$ cat src/rtl/commit_unit_if.sv
// Commit-stage bus between the ROB head / memory / register file and commit_unit.
// master = surrounding pipeline (drives the head entry and st_ack), slave = commit_unit.

`ifndef COMMIT_UNIT_DEFS
`define COMMIT_UNIT_DEFS
`define ROB_ID_WIDTH 4
`define AluOpBus     7:0
`define RegAddrBus   4:0
`define RegBus       31:0
`define InstAddrBus  31:0
`define ALU_OP_ADD   8'h01
`define ALU_OP_SUB   8'h02
`define ALU_OP_LUI   8'h05
`define ALU_OP_BEQ   8'h10
`define ALU_OP_BNE   8'h11
`define ALU_OP_BLT   8'h12
`define ALU_OP_BGE   8'h13
`define ALU_OP_BLTU  8'h14
`define ALU_OP_BGEU  8'h15
`define ALU_OP_SB    8'h18
`define ALU_OP_SH    8'h19
`define ALU_OP_SW    8'h1A
`define ALU_OP_JALR  8'h1C
`endif

interface commit_unit_if;
    logic                     head_valid;
    logic [`ROB_ID_WIDTH-1:0] head_id;
    logic [`AluOpBus]         head_op;
    logic [`RegAddrBus]       head_rd;
    logic [`RegBus]           head_value;
    logic [`InstAddrBus]      head_pc;
    logic [`InstAddrBus]      head_addr;
    logic                     head_pred;
    logic                     head_outcome;
    logic [`InstAddrBus]      head_pred_target;
    logic                     commit_ack;
    logic                     rf_we;
    logic [4:0]               rf_waddr;
    logic [31:0]              rf_wdata;
    logic [`ROB_ID_WIDTH-1:0] rf_rob_id;
    logic                     st_req;
    logic [31:0]              st_addr;
    logic [31:0]              st_data;
    logic [1:0]               st_size;
    logic                     st_ack;
    logic                     flush;
    logic [`InstAddrBus]      redirect_pc;
    logic [63:0]              instret;

    modport master (
        output head_valid, head_id, head_op, head_rd, head_value, head_pc, head_addr,
               head_pred, head_outcome, head_pred_target, st_ack,
        input  commit_ack, rf_we, rf_waddr, rf_wdata, rf_rob_id, st_req, st_addr,
               st_data, st_size, flush, redirect_pc, instret
    );

    modport slave (
        input  head_valid, head_id, head_op, head_rd, head_value, head_pc, head_addr,
               head_pred, head_outcome, head_pred_target, st_ack,
        output commit_ack, rf_we, rf_waddr, rf_wdata, rf_rob_id, st_req, st_addr,
               st_data, st_size, flush, redirect_pc, instret
    );
endinterface

$ cat src/rtl/commit_unit.sv
// In-order single-retire commit stage: register writeback, store handshake, mispredict flush.
// Optional retired-instruction counter enabled by defining COMMIT_INSTRET_EN.

`ifndef COMMIT_UNIT_DEFS
`define COMMIT_UNIT_DEFS
`define ROB_ID_WIDTH 4
`define AluOpBus     7:0
`define RegAddrBus   4:0
`define RegBus       31:0
`define InstAddrBus  31:0
`define ALU_OP_ADD   8'h01
`define ALU_OP_SUB   8'h02
`define ALU_OP_LUI   8'h05
`define ALU_OP_BEQ   8'h10
`define ALU_OP_BNE   8'h11
`define ALU_OP_BLT   8'h12
`define ALU_OP_BGE   8'h13
`define ALU_OP_BLTU  8'h14
`define ALU_OP_BGEU  8'h15
`define ALU_OP_SB    8'h18
`define ALU_OP_SH    8'h19
`define ALU_OP_SW    8'h1A
`define ALU_OP_JALR  8'h1C
`endif

module commit_unit (
    input  logic         clk,
    input  logic         rst,
    commit_unit_if.slave bus
);
    typedef enum logic [1:0] {RUN, ST_WAIT, FLUSH} state_t;

    state_t              state_reg;
    logic                st_req_reg;
    logic [31:0]         st_addr_reg;
    logic [31:0]         st_data_reg;
    logic [1:0]          st_size_reg;
    logic                flush_reg;
    logic [`InstAddrBus] redirect_reg;

    logic is_branch, is_store, is_jalr, mispredict, writes_rd, run_now;
    logic [1:0] op_size;

    assign is_branch = (bus.head_op >= `ALU_OP_BEQ) && (bus.head_op <= `ALU_OP_BGEU);
    assign is_store  = (bus.head_op == `ALU_OP_SB) || (bus.head_op == `ALU_OP_SH) ||
                       (bus.head_op == `ALU_OP_SW);
    assign is_jalr   = (bus.head_op == `ALU_OP_JALR);
    assign writes_rd = !is_branch && !is_store && (bus.head_rd != 5'd0);
    assign op_size   = (bus.head_op == `ALU_OP_SB) ? 2'd0 :
                       (bus.head_op == `ALU_OP_SH) ? 2'd1 : 2'd2;

    // A taken branch must also have gone to the right place.
    always_comb begin
        mispredict = 1'b0;
        if (is_branch)
            mispredict = (bus.head_pred != bus.head_outcome) ||
                         (bus.head_outcome && (bus.head_pred_target != bus.head_addr));
        else if (is_jalr)
            mispredict = (bus.head_pred_target != bus.head_addr);
    end

    // rst gates the combinational path so outputs read zero while reset is held.
    assign run_now = rst && (state_reg == RUN) && bus.head_valid;

    always_comb begin
        bus.commit_ack = 1'b0;
        bus.rf_we      = 1'b0;
        bus.rf_waddr   = 5'd0;
        bus.rf_wdata   = 32'd0;
        bus.rf_rob_id  = '0;
        bus.st_req     = st_req_reg;
        bus.st_addr    = st_addr_reg;
        bus.st_data    = st_data_reg;
        bus.st_size    = st_size_reg;
        if (run_now) begin
            if (writes_rd) begin
                bus.rf_we     = 1'b1;
                bus.rf_waddr  = bus.head_rd;
                bus.rf_wdata  = bus.head_value;
                bus.rf_rob_id = bus.head_id;
            end
            if (is_store) begin
                bus.st_req     = 1'b1;
                bus.st_addr    = bus.head_addr;
                bus.st_data    = bus.head_value;
                bus.st_size    = op_size;
                bus.commit_ack = bus.st_ack;
            end else begin
                bus.commit_ack = !mispredict;
            end
        end else if (rst && (state_reg == ST_WAIT)) begin
            bus.commit_ack = bus.st_ack;
        end
    end

    always_ff @(posedge clk or negedge rst) begin
        if (!rst) begin
            state_reg    <= RUN;
            st_req_reg   <= 1'b0;
            st_addr_reg  <= 32'd0;
            st_data_reg  <= 32'd0;
            st_size_reg  <= 2'd0;
            flush_reg    <= 1'b0;
            redirect_reg <= '0;
        end else begin
            case (state_reg)
                RUN: begin
                    if (bus.head_valid) begin
                        if (is_store) begin
                            if (!bus.st_ack) begin
                                state_reg   <= ST_WAIT;
                                st_req_reg  <= 1'b1;
                                st_addr_reg <= bus.head_addr;
                                st_data_reg <= bus.head_value;
                                st_size_reg <= op_size;
                            end
                        end else if (mispredict) begin
                            state_reg    <= FLUSH;
                            flush_reg    <= 1'b1;
                            redirect_reg <= (is_jalr || (is_branch && bus.head_outcome)) ?
                                            bus.head_addr : bus.head_pc + 32'd4;
                        end
                    end
                end
                ST_WAIT: begin
                    if (bus.st_ack) begin
                        state_reg  <= RUN;
                        st_req_reg <= 1'b0;
                    end
                end
                FLUSH: begin
                    state_reg <= RUN;
                    flush_reg <= 1'b0;
                end
                default: begin
                    state_reg <= RUN;
                end
            endcase
        end
    end

    assign bus.flush       = flush_reg;
    assign bus.redirect_pc = redirect_reg;

`ifdef COMMIT_INSTRET_EN
    logic [63:0] instret_reg;

    always_ff @(posedge clk or negedge rst) begin
        if (!rst)
            instret_reg <= 64'd0;
        else if (bus.commit_ack)
            instret_reg <= instret_reg + 64'd1;
    end

    assign bus.instret = instret_reg;
`else
    assign bus.instret = 64'd0;
`endif

endmodule

$ cat src/flat_wrapper.sv
// flat-port wrapper written by rule: the top's interface ports become plain ports
module commit_unit_flat 
  (clk, rst, bus_head_valid, bus_head_id, bus_head_op, bus_head_rd, bus_head_value, bus_head_pc, bus_head_addr, bus_head_pred, bus_head_outcome, bus_head_pred_target, bus_st_ack, bus_commit_ack, bus_rf_we, bus_rf_waddr, bus_rf_wdata, bus_rf_rob_id, bus_st_req, bus_st_addr, bus_st_data, bus_st_size, bus_flush, bus_redirect_pc, bus_instret);
  commit_unit_if bus_i ();
  input  logic clk;
  input  logic rst;
  input wire logic [$bits(bus_i.head_valid)-1:0] bus_head_valid;
  input wire logic [$bits(bus_i.head_id)-1:0] bus_head_id;
  input wire logic [$bits(bus_i.head_op)-1:0] bus_head_op;
  input wire logic [$bits(bus_i.head_rd)-1:0] bus_head_rd;
  input wire logic [$bits(bus_i.head_value)-1:0] bus_head_value;
  input wire logic [$bits(bus_i.head_pc)-1:0] bus_head_pc;
  input wire logic [$bits(bus_i.head_addr)-1:0] bus_head_addr;
  input wire logic [$bits(bus_i.head_pred)-1:0] bus_head_pred;
  input wire logic [$bits(bus_i.head_outcome)-1:0] bus_head_outcome;
  input wire logic [$bits(bus_i.head_pred_target)-1:0] bus_head_pred_target;
  input wire logic [$bits(bus_i.st_ack)-1:0] bus_st_ack;
  output wire logic [$bits(bus_i.commit_ack)-1:0] bus_commit_ack;
  output wire logic [$bits(bus_i.rf_we)-1:0] bus_rf_we;
  output wire logic [$bits(bus_i.rf_waddr)-1:0] bus_rf_waddr;
  output wire logic [$bits(bus_i.rf_wdata)-1:0] bus_rf_wdata;
  output wire logic [$bits(bus_i.rf_rob_id)-1:0] bus_rf_rob_id;
  output wire logic [$bits(bus_i.st_req)-1:0] bus_st_req;
  output wire logic [$bits(bus_i.st_addr)-1:0] bus_st_addr;
  output wire logic [$bits(bus_i.st_data)-1:0] bus_st_data;
  output wire logic [$bits(bus_i.st_size)-1:0] bus_st_size;
  output wire logic [$bits(bus_i.flush)-1:0] bus_flush;
  output wire logic [$bits(bus_i.redirect_pc)-1:0] bus_redirect_pc;
  output wire logic [$bits(bus_i.instret)-1:0] bus_instret;
  assign bus_i.head_valid = bus_head_valid;
  assign bus_i.head_id = bus_head_id;
  assign bus_i.head_op = bus_head_op;
  assign bus_i.head_rd = bus_head_rd;
  assign bus_i.head_value = bus_head_value;
  assign bus_i.head_pc = bus_head_pc;
  assign bus_i.head_addr = bus_head_addr;
  assign bus_i.head_pred = bus_head_pred;
  assign bus_i.head_outcome = bus_head_outcome;
  assign bus_i.head_pred_target = bus_head_pred_target;
  assign bus_i.st_ack = bus_st_ack;
  assign bus_commit_ack = bus_i.commit_ack;
  assign bus_rf_we = bus_i.rf_we;
  assign bus_rf_waddr = bus_i.rf_waddr;
  assign bus_rf_wdata = bus_i.rf_wdata;
  assign bus_rf_rob_id = bus_i.rf_rob_id;
  assign bus_st_req = bus_i.st_req;
  assign bus_st_addr = bus_i.st_addr;
  assign bus_st_data = bus_i.st_data;
  assign bus_st_size = bus_i.st_size;
  assign bus_flush = bus_i.flush;
  assign bus_redirect_pc = bus_i.redirect_pc;
  assign bus_instret = bus_i.instret;
  commit_unit u_core (.clk(clk), .rst(rst), .bus(bus_i));
endmodule
$ cat config.mk
export PLATFORM = sky130hd
export DESIGN_NAME = commit_unit_flat
export DESIGN_NICKNAME = d
export VERILOG_FILES = /design/src/rtl/commit_unit_if.sv /design/src/rtl/commit_unit.sv /design/src/flat_wrapper.sv
export SDC_FILE = /design/constraint.sdc
export NUM_CORES = 1
export LEC_CHECK = 0
export CORE_AREA = 2 2 139 141
export CTS_CLUSTER_SIZE = 14
export DETAILED_ROUTE_END_ITERATION = 8
export DIE_AREA = 0 0 141 143
export GPL_ROUTABILITY_DRIVEN = 1
export PLACE_DENSITY = 0.78
export SLEW_MARGIN = 10
export SYNTH_ARGS = -nofsm -noshare
export SYNTH_HDL_FRONTEND = slang
export SYNTH_SLANG_ARGS = --single-unit
$ cat constraint.sdc
create_clock -name clk -period 2.6 [get_ports clk]
set_input_delay 0.52 -clock clk [delete_from_list [all_inputs] [get_ports clk]]
set_output_delay 0.52 -clock clk [all_outputs]
set_load 0.02 [all_outputs]
Yosys cells after proc, flatten, opt, wreduce, memory -nomap -nowiden

Index checks and enable logic that the tools add are counted.

Flip-flop bits (word level): 102
Output and inout bits: 207

Add/subtract/negate cells: 1
$lt $le $gt $ge: 2
Equality and inequality tests: 16
Multiplexer cells: 39
Bitwise gates (word level): 2
Reduce and logical (&&, ||, !) cells: 24

Operator list:

| kind                    | count |
|---|---|
| $mux W32                | 7 |
| $add A32 B3 Y32 const B | 1 |
| $eq A8 B5 Y1 const B    | 4 |
| $ne A32 B32 Y1          | 1 |
| $mux W2                 | 9 |
| $mux W1                 | 16 |
| $reduce_and A4 Y1       | 4 |
| $mux W5                 | 2 |
| $ge A8 B5 Y1 const B    | 1 |
| $le A8 B5 Y1 const B    | 1 |
| $logic_and A1 B1 Y1     | 8 |
| $mux W4                 | 2 |
| $ne A2 B2 Y1 const B    | 4 |
| $reduce_and A5 Y1       | 1 |
| $reduce_bool A5 Y1      | 1 |
| $logic_or A1 B1 Y1      | 4 |
| $ne A2 B1 Y1 const B    | 2 |
| $pmux W1 S2             | 2 |
| $pmux W2 S2             | 1 |
| $reduce_bool A2 Y1      | 2 |
| $logic_not A1 Y1        | 3 |
| $ne A3 B1 Y1 const B    | 1 |
| $ne A3 B3 Y1 const B    | 1 |
| $eq A2 B1 Y1 const B    | 1 |
| other kinds (4)         | 5 |

Longest topological paths before layout

Gate-level depths: netlist of the first run.

Depth after elaboration: 8
Mapped depth: 8

Worst setup path before layout of the first run

OpenSTA, ideal clock, no wires.

Path type: input port to output port
Start: in bus_head_addr[28]
End: out bus_commit_ack
Arrival: 2.066 ns
Data required time: 2.080 ns
Setup slack: 0.014 ns
Stages on the path: 6
Path through: xor2_1 > nor4_1 > nand4_1 > nor3_2 > o2111ai_1 > a21boi_0

Cells in the longest elaborated chain, start to end: 7
Elaborated cells between the ends (all ways): 8
Classes of those cells: eq/ne: 1; mux: 4; reduce/logical: 3

Ends and longest elaborated chain:

| what                 | line                                 | text |
|---|---|---|
| from (decl)          | flat_wrapper.sv:13                   | `input wire logic [$bits(bus_i.head_addr)-1:0] bus_head_addr;` |
| $ne A32 B32 Y1 (*)   | commit_unit.sv:57, commit_unit.sv:59 |  |
| $logic_and A1 B1 Y1  | commit_unit.sv:57                    | `(bus.head_outcome && (bus.head_pred_target != bus.head_addr));` |
| $logic_or A1 B1 Y1   | commit_unit.sv:56                    | `mispredict = (bus.head_pred != bus.head_outcome) \|\|` |
| $mux W1 (*)          | commit_unit.sv:55                    | `if (is_branch)` |
| $logic_not A1 Y1 (*) | commit_unit.sv:89                    | `bus.commit_ack = !mispredict;` |
| $mux W1 (*)          | commit_unit.sv:82                    | `if (is_store) begin` |
| $mux W1 (*)          | commit_unit.sv:75                    | `if (run_now) begin` |
| to (decl)            | flat_wrapper.sv:18                   | `output wire logic [$bits(bus_i.commit_ack)-1:0] bus_commit_ack;` |

Every way passes the cells marked *; elsewhere a longest branch is shown, timed or not.

Worst setup path after layout of the first run

Start: in bus_head_addr[3]
End: out bus_commit_ack

The elaborated chain is that of the path after synthesis.

==> results_dict.tcl, run 1 <==
set metrics [dict create \
    start_kind "primary input" \
    synth.distinct_cells 46 \
    synth-edff-count 0 \
    ys.flop_type "dfrtp_1" \
    multi_input_area_sq_um 4318 \
    worstSetupPathType "in2out" \
    drive_above_1_share 0.4837 \
    place_area_sq_um 10430 \
    cts_buffers 9 \
    synth_seq_cells 102 \
    peakVddDrop_uv 399.7 \
    clock_latency_ns 0.34 \
    synth.area.top_cells "dfrtp_1 37%, mux2_2 21%, buf_4 7.4%" \
    grt_use_total 0.2421 \
    dieArea_sq_um 20160 \
    netlist.area_leader.share 0.3712 \
    async_reset_ff_frac 1.000 \
    hold_class "in2async" \
    grt_pass1_wl_mm 36.60 \
    vias 6109 \
    final_nets 1162 \
    relSlewSlack 0.6428 \
    worstPathRequired_ns 2.08 \
    fin_cells 1250 \
    finClkSkew_ns 0.009390 \
    first_pass_iters 4 \
    cts_tree "built" \
    crit_fanout 3 \
    dp.cells 1202 \
    endpoint_kind "output port" \
    final_core_util 0.6307 \
    cts.reportedPaths.clkPinSlew_ns 0.07 \
    core_area_sq_um 18580 \
    ant_nets 0 \
    place.gp.congestion 0.9007 \
    syn_avg_cell_area_sq_um 10.98 \
    routed_wirelength_mm 24.70 \
    crit_chain "dlygate4sd2_1, xor2_1, nor4_1, nand4_1, buf_6, nor3_4, o2111ai_2, a21boi_1, buf_4" \
    fp.dieH_um 143 \
    fin_crit_sh 1.101 \
    cts-root-buf "clkbuf_16" \
    dp_slack_ns -1.387 \
    dpl.hpwl_mm 17.33 \
    cp.arrival_ns 2.34 \
    failed_checks "setup timing" \
    synth_largest_area_cell "dfrtp_1" \
    yosys-top-cells-count "126 x mux2_2, 102 x dfrtp_1, 68 x buf_4" \
    p_leak_nw 5.672 \
    fillCellCount 1431 \
    hold_viol_final 0 \
    worst_pin_slew_ns 0.5358 \
    seq_area_sq_um 2552 \
    synth.most_common_cell "mux2_2" \
    die_x_um 141 \
    drt_iter0_drc 174 \
    drc_errors 0 \
    postSynthCellCount 626 \
    drv_slew 0 \
    cp_slowest_cell "nor4_1" \
    cts_max_path_buffers 2 \
    gr-total-overflow 0 \
    ioPinCount 358 \
    grt_start_max_net_pins 37 \
    ys_seq_area_frac 0.3712 \
    area_delta_synth_final_pct 70.45 \
    cts_htree_levels 3 \
    worst_slack_ns -0.2621 \
    fmax_mhz 349.4 \
    ys_warn_count 0 \
    cap_violations 0 \
    setup_viol 84 \
    grt_pass1_vias 6301 \
    slowest_delay_ns 0.31 \
    antenna_found_initial 3 \
    rsz0062_at_grt "yes" \
    final_area_sq_um 11720 \
    cellPowerDensity_nw_per_um2 423.4 \
    cts_hold_buf 0 \
    fin_crit_ns 2.862 \
    num_rows 50 \
    start_util 0.3700 \
    wl_per_cell_um 19.76 \
    path_buf_inv 3 \
    whs_ns 0.3859 \
    cts.sinks 102 \
    path_delay_family "simple AND/OR/NAND/NOR gates" \
    synth_area_sq_um 6875 \
    io_buffer_count 293 \
    status "finished, violations left" \
    viasPerCell 4.887 \
]
per-layer routing:
layer / part of all wire / global-route usage / vias up / wire length, um
li1: - / - / 2823 / -
met1: 0.38 / 0.2803 / 2975 / 9362
met2: 0.52 / 0.4303 / 275 / 12810
met3: 0.075 / 0.06372 / 34 / 1849
met4: 0.027 / 0.09211 / 2 / 657
met5: 0.00053 / 0 / - / 13
timing repair:
| item | 4_1_cts | 5_1_grt |
|---|---|---|
| setup buffers | 16 | 8 |
| pin swaps | 49 | 8 |
| hold endpoints to repair | 0 | 0 |
| endpoints found under the setup margin | 142 | 139 |
| gates cloned | 13 | 0 |
| gates resized for setup | 830 | 38 |
cell usage in the layout (no fill, tap or decap), types with 3 or more instances in the layout:
master,count
mux2_2,122
buf_6,114
clkdlybuf4s50_1,108
dfrtp_1,102
buf_4,79
conb_1,64
dlygate4sd2_1,54
and2_4,41
nor2_1,38
xor2_1,37
mux2_4,33
a21oi_1,31
nand3_1,16
xor2_2,15
buf_12,15
nand2_1,11
nand4_1,10
buf_16,10
clkbuf_16,9
buf_2,9
mux2_1,8
inv_1,6
xnor2_1,6
nor4_2,5
buf_8,5
o211ai_1,4
o21ai_0,4
clkdlybuf4s15_1,4
and3_1,3
clkbuf_8,3
report_power, final:
group          internal, mW  switching (mW)  leakage (nW)
Clock                 0.738           0.625         0.146
Sequential             1.75          0.0967          1.37
Combinational         0.929           0.823          4.15
Total                  3.42            1.54          5.67
stage by stage:
step,TNS (ns),power (mW)
6_report,-10.91,4.961
5_1_grt,-17.06,5.173
4_1_cts,-9.561,4.987
3_5_place_dp,-113.18,3.483
3_3_place_gp,-112.91,3.460
2_1_floorplan,0,2.646
path summary, 6_finish.rpt:
| path | from | to | slack [ns] | cells past startpoint |
|---|---|---|---|---|
| worst max-delay path | bus_head_addr[3] | bus_commit_ack | -0.26 | 9 |
| worst min-delay path | rst | u_core.st_addr_reg[9]$_DFFE_PN0P_ | 0.39 | 3 |
| worst max register to register | u_core.state_reg[0]$_DFFE_PN0P_ | u_core.bus.redirect_pc[22]$_DFFE_PN0P_ | 0.47 | 7 |
| worst min register to register | u_core.st_size_reg[0]$_DFFE_PN0P_ | u_core.st_size_reg[0]$_DFFE_PN0P_ | 0.49 | 2 |
| max in group asynchronous | rst | u_core.st_data_reg[30]$_DFFE_PN0P_ | 1.31 | 4 |
| min in group clk | u_core.st_size_reg[0]$_DFFE_PN0P_ | u_core.st_size_reg[0]$_DFFE_PN0P_ | 0.49 | 2 |
tightest hold or removal path, cell delays in order:
cell and delay, ns:
buf_4 0.12, buf_4 0.11, buf_4 0.42
layout make-up:
class	count	area share
clock inverters	3	0.002242
multi-input cells	489	0.3685
well taps	234	0.02498
flip-flops and latches	102	0.2178
diodes	1	0.0002135
repair buffers	402	0.3613
clock buffers	13	0.02306
inverters	6	0.001922
kinds of logic after synthesis:
family                     after synthesis  synth area share
AOI/OAI and AO/OA                       53           0.04950
muxes                                  163            0.2828
buffers and inverters                   98           0.09718
DFF                                    102            0.3712
and+or+nand+nor                        148            0.1205
adders and majority gates                1          0.001820
xor gates and xnor gates                60           0.07643
other                                    1         0.0005454
Power figures use the tool's default switching activity.
==> run 2: changes to the inputs <==
--- a/config.mk
+++ b/config.mk
@@ -11,6 +11,7 @@
 export DIE_AREA = 0 0 141 143
 export GPL_ROUTABILITY_DRIVEN = 1
 export PLACE_DENSITY = 0.78
+export REMOVE_ABC_BUFFERS = 1
 export SLEW_MARGIN = 10
 export SYNTH_ARGS = -nofsm -noshare
 export SYNTH_HDL_FRONTEND = slang
==> results_dict.tcl, run 2 (synthesized netlist as in run 1, its figures left out) <==
set metrics [dict create \
    cap_violations 0 \
    whs_ns 0.4117 \
    drc_errors 0 \
    cts.sinks 102 \
    cpMostUsedCell "buf_6" \
    worst_slack_ns -0.2901 \
    cellPowerDensity_nw_per_um2 434.5 \
    cts_htree_levels 3 \
    grt_start_max_net_pins 56 \
    setup_viol 96 \
    final_nets 1194 \
    cts.reportedPaths.clkPinSlew_ns 0.08 \
    layout_common_cells "114 x buf_6, 113 x mux2_2, 105 x clkdlybuf4s50_1" \
    crit_fanout 5 \
    drive_above_1_share 0.4967 \
    area_delta_synth_final_pct 75.85 \
    antenna_found_initial 0 \
    core_area_sq_um 18580 \
    place_area_sq_um 10450 \
    final_area_sq_um 12090 \
    fin_crit_ns 2.890 \
    finClkSkew_ns 0.007650 \
    status "finished, violations left" \
    failed_checks "setup timing" \
    dieArea_sq_um 20160 \
    drt_iter0_drc 172 \
    worst_pin_slew_ns 0.7404 \
    num_rows 50 \
    cp.arrival_ns 2.37 \
    routed_wirelength_mm 26.33 \
    drv_slew 0 \
    vias 6308 \
    io_buffer_count 293 \
    fp.dieH_um 143 \
    viasPerCell 4.924 \
    wl_per_cell_um 20.56 \
    cts-root-buf "clkbuf_16" \
    fillCellCount 1433 \
    p_leak_nw 5.923 \
    slowest_delay_ns 0.56 \
    ant_nets 0 \
    dp_slack_ns -1.323 \
    cp_slowest_cell "or4b_4" \
    gr-total-overflow 0 \
    path_delay_family "simple AND/OR/NAND/NOR gates" \
    diodes 0 \
    grt_use_total 0.2527 \
    cts_max_path_buffers 2 \
    hold_viol_final 0 \
    crit_chain "buf_6, or4b_4, a221oi_4, nor2_4, buf_12, buf_12, buf_16, buf_6, and2_4, buf_6" \
    peakVddDrop_uv 292.5 \
    ioPinCount 358 \
    start_kind "primary input" \
    fmax_mhz 346.0 \
    cts_buffers 9 \
    hold_class "in2async" \
    fin_crit_sh 1.112 \
    clock_latency_ns 0.36 \
    rsz0062_at_grt "yes" \
    worstPathRequired_ns 2.08 \
    endpoint_kind "output port" \
    path_buf_inv 6 \
    relSlewSlack 0.5064 \
    dpl.hpwl_mm 16.79 \
    cts_tree "built" \
    worstSetupPathType "in2out" \
    first_pass_iters 4 \
    die_x_um 141 \
    grt_pass1_vias 6497 \
    final_common_cell "buf_6" \
    place.gp.congestion 0.8109 \
    start_util 0.3700 \
    grt_pass1_wl_mm 38.20 \
]
-- run 2: timing repair --
item / in CTS / in global routing
pin swaps: 38 / 33
resized for setup: 774 / 148
cloned: 19 / 2
buffers inserted: 38 / 11
endpoints found under the setup margin: 142 / 142
hold buffers: 0 / 0
endpoints found under the hold margin: 0 / 0
-- run 2: worst reg2reg max path, delay by kind of cell, from the launching register on --
family	cells	cell delay (ns)
flops	1	0.39
compound gates	1	0.35
buf+inv	9	1.16
mux	1	0.32
simple gates	1	0.16
-- run 2: metal layers --
layer,wire (um),vias to the layer above,GRT usage
met3,1526,47,0.05332
met1,10920,3123,0.3148
li1,-,2888,-
met5,0,-,0
met4,741,0,0.08947
met2,13140,250,0.4357
-- run 2: final cells by class --
class	instances	area [sq um]	share of cell area
Sequential cell	102	2552	0.2111
Multi-Input combinational cell	490	4318	0.3571
Timing Repair Buffer	433	4549	0.3763
Clock inverter	7	130.1	0.01076
Inverter	6	22.52	0.001863
Clock buffer	9	225.2	0.01863
Tap cell	234	292.8	0.02422
-- run 2: path summary, 6_finish.rpt --
check                                                        start  slack [ns]  depth (start not counted)                                endpoint
worst min register to register  u_core.st_data_reg[12]$_DFFE_PN0P_        0.49                          1      u_core.st_data_reg[12]$_DFFE_PN0P_
max in group asynchronous                                      rst        1.64                          3       u_core.st_data_reg[4]$_DFFE_PN0P_
worst max-delay path                                bus_head_op[6]       -0.29                         10                        bus_rf_wdata[29]
worst max register to register     u_core.state_reg[0]$_DFFE_PN0P_        0.12                         12  u_core.bus.redirect_pc[20]$_DFFE_PN0P_
worst min-delay path                                           rst        0.41                          3       u_core.st_size_reg[0]$_DFFE_PN0P_
min in group clk                u_core.st_data_reg[12]$_DFFE_PN0P_        0.49                          1      u_core.st_data_reg[12]$_DFFE_PN0P_
-- run 2: metrics by stage --
step,utilization,std cells,power (mW),setup TNS [ns]
2_1_floorplan,-,597,2.567,-119.87
3_3_place_gp,0.5624,1209,3.451,-115.79
3_5_place_dp,0.5624,1209,3.472,-116.10
4_1_cts,0.6445,1280,5.218,-15.52
5_1_grt,0.6507,1281,5.452,-17.83
6_report,0.6507,1281,5.253,-14.55
-- run 2: power by group --
part | internal [mW] | switching, mW | leakage, nW
registers | 1.75 | 0.0963 | 1.37
logic | 0.941 | 0.831 | 4.38
clock network | 0.960 | 0.677 | 0.174
total | 3.65 | 1.60 | 5.92
==> run 3: changes to the inputs <==
--- a/config.mk
+++ b/config.mk
@@ -5,6 +5,7 @@
 export SDC_FILE = /design/constraint.sdc
 export NUM_CORES = 1
 export LEC_CHECK = 0
+export ABC_CLOCK_PERIOD_IN_PS = 2600
 export CORE_AREA = 2 2 139 141
 export CTS_CLUSTER_SIZE = 14
 export DETAILED_ROUTE_END_ITERATION = 8
==> results of run 3 <==
Final layout, timing and power as in run 2 (identical DEF).
